--- config.mk ---
export PLATFORM = sky130hd
export DESIGN_NAME = display_scan_controller
export DESIGN_NICKNAME = d
export VERILOG_FILES = /design/src/rtl/display_scan_controller.sv
export SDC_FILE = /design/constraint.sdc
export NUM_CORES = 1
export LEC_CHECK = 0
export CAP_MARGIN = 20
export CORE_MARGIN = 10
export CORE_UTILIZATION = 25
export CTS_CLUSTER_DIAMETER = 150
export DETAILED_ROUTE_END_ITERATION = 10
export PLACE_DENSITY = 0.44
export SYNTH_ARGS = -nofsm -noshare
export SYNTH_HDL_FRONTEND = slang
export SYNTH_SLANG_ARGS = --single-unit
--- constraint.sdc ---
create_clock -name clk -period 5.45 [get_ports clk]
set_input_delay 1.09 -clock clk [delete_from_list [all_inputs] [get_ports clk]]
set_output_delay 1.09 -clock clk [all_outputs]
set_load 0.05 [all_outputs]
--- src/rtl/display_scan_controller.sv ---
// Scan sequencer for a 4-digit multiplexed seven-segment display.
// Snapshots the count per frame, lights each digit, then blanks.
module display_scan_controller #(
    parameter int ON_CYCLES    = 100000,
    parameter int BLANK_CYCLES = 1000,
    parameter int CNT_W        = 17
) (
    input  logic        clk,
    input  logic        reset,
    input  logic        enable,
    input  logic        lz_en,
    input  logic [15:0] count,
    output logic [3:0]  digit_select,
    output logic [3:0]  nibble,
    output logic        frame_done
);

    typedef enum logic [1:0] {
        S_LOAD,
        S_ON,
        S_BLANK
    } state_t;

    localparam logic [CNT_W-1:0] ON_LAST =
        CNT_W'(ON_CYCLES - 1);
    localparam logic [CNT_W-1:0] BLANK_LAST =
        CNT_W'((BLANK_CYCLES > 0) ? BLANK_CYCLES - 1 : 0);
    localparam bit HAS_BLANK = (BLANK_CYCLES > 0);

    state_t           state_q, state_d;
    logic [1:0]       idx_q, idx_d;
    logic [CNT_W-1:0] cnt_q, cnt_d;
    logic [15:0]      snap_q, snap_d;
    logic [3:0]       ds_q, ds_d;
    logic [3:0]       nib_q, nib_d;
    logic             fd_q, fd_d;

    logic [15:0]      shifted;
    logic             supp;
    logic             lit;
    logic             last_digit;

    assign last_digit = (idx_q == 2'd3);

    // Next-state sequencing; outputs are precomputed for the state being entered
    always_comb begin
        state_d = state_q;
        idx_d   = idx_q;
        cnt_d   = cnt_q;
        snap_d  = snap_q;
        fd_d    = 1'b0;
        unique case (state_q)
            S_LOAD: begin
                snap_d = count;
                idx_d  = 2'd0;
                cnt_d  = '0;
                if (enable) begin
                    state_d = S_ON;
                end
            end
            S_ON: begin
                if (!enable) begin
                    state_d = S_LOAD;
                    cnt_d   = '0;
                end else if (cnt_q == ON_LAST) begin
                    cnt_d = '0;
                    if (HAS_BLANK) begin
                        state_d = S_BLANK;
                    end else if (last_digit) begin
                        state_d = S_LOAD;
                        fd_d    = 1'b1;
                    end else begin
                        idx_d = idx_q + 2'd1;
                    end
                end else begin
                    cnt_d = cnt_q + CNT_W'(1);
                end
            end
            S_BLANK: begin
                if (!enable) begin
                    state_d = S_LOAD;
                    cnt_d   = '0;
                end else if (cnt_q == BLANK_LAST) begin
                    cnt_d = '0;
                    if (last_digit) begin
                        state_d = S_LOAD;
                        fd_d    = 1'b1;
                    end else begin
                        state_d = S_ON;
                        idx_d   = idx_q + 2'd1;
                    end
                end else begin
                    cnt_d = cnt_q + CNT_W'(1);
                end
            end
            default: begin
                state_d = S_LOAD;
            end
        endcase

        // A digit whose value and all higher digits are zero is leading zero
        shifted = snap_d >> {idx_d, 2'b00};
        supp    = lz_en && (idx_d != 2'd0) && (shifted == 16'h0000);
        lit     = (state_d == S_ON) && !supp;
        ds_d    = lit ? ~(4'b0001 << idx_d) : 4'b1111;
        nib_d   = lit ? shifted[3:0] : nib_q;
    end

    // State and registered outputs
    always_ff @(posedge clk or posedge reset) begin
        if (reset) begin
            state_q <= S_LOAD;
            idx_q   <= 2'd0;
            cnt_q   <= '0;
            snap_q  <= 16'h0000;
            ds_q    <= 4'b1111;
            nib_q   <= 4'h0;
            fd_q    <= 1'b0;
        end else begin
            state_q <= state_d;
            idx_q   <= idx_d;
            cnt_q   <= cnt_d;
            snap_q  <= snap_d;
            ds_q    <= ds_d;
            nib_q   <= nib_d;
            fd_q    <= fd_d;
        end
    end

    assign digit_select = ds_q;
    assign nibble       = nib_q;
    assign frame_done   = fd_q;

endmodule

==> results of run 1 <==
-- registers in the layout (all words and copies together) (netlist names) --
name	cells
digit_select	4
nibble	4
snap_q	16
cnt_q	17
frame_done	1
state_q	2
idx_q	2
-- cells by family (layout without fill, tap and decap cells) --
kind of cell,Yosys count,after routing,synth area share (%)
xor+xnor,3,3,0.964
compound gates,78,78,18.6
buf+inv,27,52,4.22
mux,18,18,7.85
flops,46,46,42.4
fa+ha+maj,6,6,2.75
simple gates,115,115,23.2
-- where the power goes --
| part | switching [uW] | internal [uW] | leakage, uW | total [uW] |
|---|---|---|---|---|
| Sequential | 44.4 | 429 | 0.000582 | 474 |
| Combinational | 337 | 243 | 0.000679 | 579 |
| Clock | 127 | 92.8 | 0.0000447 | 220 |
| Total | 508 | 765 | 0.00131 | 1270 |
-- routing by layer --
layer	up-vias	global-route usage [%]	routed length, um
met3	5	1.66	177
met5	-	0	0
li1	1113	-	-
met4	0	2.40	40
met2	29	14.0	3230
met1	1054	12.5	3390
-- metrics by stage --
step,hold WS (ps),power [uW],area (um2)
global placement,469,1070,3130
global route,522,1380,3240
finish,497,1270,3240
CTS,503,1290,3220
detailed placement,475,1060,3130
floorplan,449,917,2730
-- worst min-delay path: cells and delay by family (launching register included) --
| family | cells | cell delay, ps |
|---|---|---|
| simple gates | 2 | 130 |
| flops | 1 | 340 |
-- cell type report --
type | instances | area (um2) | share of cell area [%]
Clock buffer | 5 | 68.8 | 2.12
Clock inverter | 3 | 25.0 | 0.772
Inverter | 14 | 52.6 | 1.62
Multi-Input combinational cell | 220 | 1460 | 44.9
Sequential cell | 46 | 1160 | 35.7
Tap cell | 140 | 175 | 5.41
Timing Repair Buffer | 30 | 308 | 9.50
-- synth_stat cells, drive strengths merged, types with 2 or more instances --
master	count	share of area [%]
xor2	2	0.64
a21oi	7	1.3
o21ai	31	6.1
o22ai	3	0.69
a22o	3	0.96
mux2i	6	2.5
nor2b	3	0.69
o31ai	5	1.4
and3	9	2.1
nor3	7	1.7
clkbuf	7	0.96
or3b	5	1.6
a21o	2	0.55
nand2	26	3.6
buf	6	1.3
nand2b	13	3.3
ha	6	2.8
nand3	13	2.4
nor2	24	3.4
nand4	3	0.69
o21a	2	0.55
o211ai	8	2.2
nor4	3	0.92
inv	14	1.9
a31oi	4	0.92
mux2	12	5.4
a211oi	3	0.83
dfstp	4	3.9
dfrtp	42	39
o311ai	2	0.64
-- path summary, 6_finish.rpt --
path,to,start,cells past startpoint
setup / recovery,nibble[1],state_q[0],11
hold / removal,snap_q[2],snap_q[2],2
setup reg to reg,nibble[1],state_q[0],11
hold reg to reg,snap_q[2],snap_q[2],2
max in group asynchronous,digit_select[0],reset,3
min in group asynchronous,snap_q[0],reset,2
==> results by group, run 1 <==
CTS
  • TritonCTS clock tree: built
  • Hold_buf cts: 0
  • Worst-Skew Late Latency: about 310 ps
  • Cts repair resizes: 0
  • Root buf cell: clkbuf_8
  • CTS sink cnt: 46
  • Post-CTS Setup Bufs: 0
  • Total CTS buffers: 5
  • H-Tree Depth: 2
  • Clock Tree Buf Depth: 2
  • Reg clk slew, reported paths: 100 ps

Place
  • HPWL after DPL: 5030 um
  • Dpl cells: 449
  • Placer Congestion: 0.783
  • # port buffers: 28
  • Worst slack, placed: 1770 ps

Finish
  • Fillers: ~1.2k
  • Commonest non-fill, non-tap cell in the layout: dfrtp_1
  • Synth-to-Final Area Change: 18.9%
  • Commonest cells after routing, fill and taps aside: dfrtp_1 (42), o21ai_0 (28), clkdlybuf4s50_1 (28)
  • NumNets Final: 343
  • # diodes: 0
  • Final non-filler cell total: 458
  • Final core utilization: 30.2%
  • Fraction of layout cells with a size suffix above 1: 12.9%

Yosys
  • Mapped Avg Cell Area: 9.31 um2
  • Flops & latches, synth: 46
  • Sequential fraction of the synthesis area: between 40% and 50%
  • EDFF count, synth: 0
  • Synth Flop Type: dfrtp_1
  • Ys async rst share: 100%
  • Post-synth cell types: 59
  • Cells after Synth: 293
  • Mapped cell area: between 2000 and 3000 um2
  • Synthesized Nets: between 300 and 400
  • Synthesis Warnings: 0

GRT
  • Largest net degree at the start of global routing: 47
  • Initial antenna violation count: 0
  • Vias in the first global route: 2224
  • First-pass GRT wire length: 11900 um
  • Total gr overflow: 0
  • GRT Util Overall: 9.04%

Route
  • Starting DRT DRC Count: 96
  • Vias: 2201
  • ANT nets after route: 0
  • Per-cell routed wire length: ~15 um
  • WL final: approximately 7000 um
  • Vias per cell: 4.81
  • Residual DRC: 0
  • Length of the first detailed-routing pass in iterations: 4

Timing
  • Post-route setup slack: 1950 ps
  • Final hold viol count: 0
  • Slew @ Worst Pin: 595 ps
  • Slew Limit Headroom: 60.4%
  • Unrepaired setup endpoints after global routing: false
  • Setup violations, final: 0
  • Max Fclk: 285 MHz
  • Final Critical Period: 3500 ps
  • Clk_skew: 13.3 ps
  • Fin Setup TNS: 0 ps
  • Slew Limit Fails: 0
  • Period utilization: 64.3%

Floorplan
  • Io pins: 29
  • Die width: approximately 120 um
  • Die footprint: roughly 15000 um2
  • Row count: 38
  • Starting Density: 25.4%
  • Core ar.: 10700 um2
  • Die height: around 120 um

Setup path
  • Worst endpoint required time: 5650 ps
  • Worst path cell trace: inv_1 -> ha_1 -> buf_4 -> nand2b_1 -> o21ai_0 -> a21oi_1 -> o211ai_1 -> or4_1 -> a211o_1 -> o21ai_4 -> mux2_4
  • Critical path endpoint category: flip-flop
  • Startpoint types: flip-flop
  • Worst-path maximum fanout: 22
  • Crit-path max cell delay: 490 ps
  • Critical path class: flip-flop to flip-flop
  • Slowest CP cell: or4_1
  • CP Buf/Inv Count: 2
  • Flop2flop setup slack: between 1500 and 2000 ps
  • CP Data Arrival Time: around 3700 ps
  • Critical path's top delay family: compound AO/OA/AOI/OAI gates

Power
  • Maximum vdd drop: 0.118 mV
  • PwrDens: 393 nW/um2
  • Static leakage: 0.00131 uW

Worst hold path
  • Hold WC Path Type: flip-flop to flip-flop

Outcome
  • Outcome: complete, no violations

Run
  • Max-cap violations: 0
No activity file was read; power rests on OpenSTA's default activity.
==> run 2, diff against run 1 <==
--- a/config.mk
+++ b/config.mk
@@ -10,7 +10,7 @@
 export CORE_UTILIZATION = 25
 export CTS_CLUSTER_DIAMETER = 150
 export DETAILED_ROUTE_END_ITERATION = 10
-export PLACE_DENSITY = 0.44
+export PLACE_DENSITY = 0.45
 export SYNTH_ARGS = -nofsm -noshare
 export SYNTH_HDL_FRONTEND = slang
 export SYNTH_SLANG_ARGS = --single-unit
==> constraint.sdc (replaced) <==
create_clock -name clk -period 3.2 [get_ports clk]
set_input_delay 0.64 -clock clk [delete_from_list [all_inputs] [get_ports clk]]
set_output_delay 0.64 -clock clk [all_outputs]
set_load 0.05 [all_outputs]
==> run 2 against run 1 <==
Final area increased by 3.5%. Critical path depth unchanged. Die area unchanged. Fmax increased by 20%. Critical endpoint is now nibble[3]. First-iteration DRC count increased by 5.2%. Combinational power increased by 90%. Via count increased by 2.8%. Sequential share of layout area decreased by 1.2 points. Non-clock buffer count increased by 16.
==> results by group, run 2 (same netlist as run 1, synthesis figures left out) <==
Finish
  • Fraction of layout cells with a size suffix above 1: 17.7% (+4.8 points)
  • Fillers: 1145 (-3.1%)
  • Largest register FFs: 17 (unchanged)
  • Final core utilization: 31.2% (+1.1 points)
  • NumNets Final: 359 (+4.7%)
  • Reg with most FFs: cnt_q
  • Top Registers: cnt_q x17, snap_q x16
  • # diodes: 0 (unchanged)
  • Commonest cells after routing, fill and taps aside: dfrtp_1 (42), o21ai_0 (28), clkdlybuf4s50_1 (28)
  • Synth-to-Final Area Change: 23.0%
  • Commonest non-fill, non-tap cell in the layout: dfrtp_1

Power
  • Comb power frac: 48.5% (+3.0 points)
  • Power Total: 2280 uW (+79%)
  • Switching power: 884 uW (+74%)
  • Flop pwr share: 35.1% (-2.1 points)
  • PwrDens: 678 nW/um2 (+73%)
  • Maximum vdd drop: 0.199 mV (+69%)
  • Static leakage: 0.00138 uW (+5.5%)
  • Clock share of power: 16.4% (-0.9 points)
  • Internal: 1390 uW (+82%)
  • Switching Share: 38.9% (-1.1 points)

CTS
  • Worst-Skew Late Latency: 300 ps (about the same)
  • CTS sink cnt: 46 (unchanged)
  • TritonCTS clock tree: built
  • Clock Tree Buf Depth: 2 (unchanged)
  • Total CTS buffers: 5 (unchanged)
  • H-Tree Depth: 2 (unchanged)
  • Root buf cell: clkbuf_8
  • Reg clk slew, reported paths: 100 ps (about the same)
  • Post-CTS Setup Bufs: 0 (unchanged)

Floorplan
  • Die height: 124 um (unchanged)
  • Die footprint: 15500 um2 (unchanged)
  • Row count: 38 (unchanged)
  • Io pins: 29 (unchanged)
  • Die width: 124 um (unchanged)
  • Starting Density: 25.4% (unchanged)
  • Core ar.: 10700 um2 (unchanged)

Timing
  • Setup violations, final: 0 (unchanged)
  • Clk_skew: 13.2 ps (-0.0902 ps)
  • Post-route setup slack: 281 ps (-1670 ps)
  • Unrepaired setup endpoints after global routing: false
  • Final hold viol count: 0 (unchanged)
  • Final Critical Period: 2920 ps (-584 ps)
  • Slew Limit Fails: 0 (unchanged)
  • Max Fclk: 343 MHz (+20%)
  • Fin Setup TNS: 0 ps (unchanged)
  • Slew Limit Headroom: 58.5% (-1.9 points)
  • Period utilization: 91.2% (+27 points)
  • Slew @ Worst Pin: 623 ps (+28.2 ps)
  • Worst hold slack: 495 ps (-2.37 ps)

Route
  • Starting DRT DRC Count: 101 (+5.2%)
  • WL final: 6940 um (+1.4%)
  • ANT nets after route: 0 (unchanged)
  • Vias: 2263 (+2.8%)
  • Length of the first detailed-routing pass in iterations: 4 (unchanged)
  • Residual DRC: 0 (unchanged)
  • Vias per cell: 4.77 (-0.65%)
  • Per-cell routed wire length: 14.6 um (-2.0%)

Setup path
  • Critical path endpoint category: flip-flop
  • CP Data Arrival Time: 3120 ps (-590 ps)
  • Worst-path maximum fanout: 15 (-32%)
  • Flop2flop setup slack: 280 ps (-1670 ps)
  • Worst endpoint required time: 3400 ps (-2250 ps)
  • Crit-path max cell delay: 490 ps (about the same)
  • Startpoint types: flip-flop
  • Worst path most repeated cell: nor3_1
  • CP Buf/Inv Count: 2 (unchanged)
  • Critical path's top delay family: simple AND/OR/NAND/NOR gates
  • Critical path class: flip-flop to flip-flop
  • Slowest CP cell: or4_1
  • Worst path cell trace: inv_1 -> ha_2 -> buf_4 -> nor3_1 -> a21oi_1 -> nor3_1 -> o211ai_1 -> or4_1 -> a211o_1 -> o21ai_4 -> mux2_4

Run
  • Max-cap violations: 0 (unchanged)

Place
  • Placer Congestion: 0.793 (+1.3%)
  • # port buffers: 28 (unchanged)
  • HPWL after DPL: 5180 um (+3.0%)
  • Worst slack, placed: -29.6 ps (-1800 ps)

GRT
  • Initial antenna violation count: 0 (unchanged)
  • Largest net degree at the start of global routing: 47 (unchanged)
  • GRT Util Overall: 8.89% (-0.15 points)
  • Total gr overflow: 0 (unchanged)
  • Vias in the first global route: 2310 (+3.9%)
  • First-pass GRT wire length: 11800 um (-0.75%)

Outcome
  • Outcome: complete, no violations

Worst hold path
  • Hold WC Path Type: flip-flop to flip-flop
## run 2: repair_timing
action | 4_1_cts | 5_1_grt
resized for setup | 0 | 3
endpoints found under the setup margin | 0 | 3
hold buffers | 0 | 0
## run 2: worst register-to-register path, cell delays in order (launching register included)
cell	delay, ps
dfrtp_1	350
inv_1	60
ha_2	230
buf_4	200
nor3_1	180
a21oi_1	110
nor3_1	210
o211ai_1	110
or4_1	490
a211o_1	330
o21ai_4	230
mux2_4	320
## run 2: path summary, 6_finish.rpt
kind | start | endpoint | cells past startpoint
worst max-delay path | state_q[0] | nibble[3] | 11
worst min-delay path | snap_q[3] | snap_q[3] | 2
worst max register to register | state_q[0] | nibble[3] | 11
worst min register to register | snap_q[3] | snap_q[3] | 2
max in group asynchronous | reset | snap_q[6] | 3
min in group asynchronous | reset | snap_q[0] | 3
## run 2: routing by layer
metal,GRT usage [%],routed length [um],up-vias
li1,-,-,1144
met1,11.6,3430,1077
met2,14.6,3260,36
met3,1.70,161,6
met4,2.33,83,0
met5,0,0,-
## run 2: cell type report
class,count,area [um2],area share [%]
multi-input combinational,220,1460,43.6
sequential,46,1160,34.5
timing repair buffer,46,415,12.4
tap,140,175,5.22
clock buffer,5,68.8,2.05
inverter,14,52.6,1.57
clock inverter,3,25.0,0.746
## run 2: per-stage QoR
stage	instances	area (um2)
floorplan	293	2730
global placement	466	3250
detailed placement	466	3250
CTS	474	3350
global route	474	3350
finish	474	3350
## run 2: power by group through the flow
| stage | Clock [uW] | Sequential (uW) | Combinational (uW) |
|---|---|---|---|
| final | 373 | 799 | 1100 |
| after global routing | 422 | 818 | 1210 |
| after CTS | 395 | 801 | 1110 |
| after detailed placement | 0 | 812 | 1110 |
| after global placement | 0 | 810 | 1110 |
| after floorplan | 0 | 914 | 649 |
==> run 3, diff against run 2 <==
--- a/config.mk
+++ b/config.mk
@@ -5,6 +5,7 @@
 export SDC_FILE = /design/constraint.sdc
 export NUM_CORES = 1
 export LEC_CHECK = 0
+export ABC_CLOCK_PERIOD_IN_PS = 3200
 export CAP_MARGIN = 20
 export CORE_MARGIN = 10
 export CORE_UTILIZATION = 25
==> results of run 3 <==
No change in the layout: final DEF, timing and power equal those of run 2.
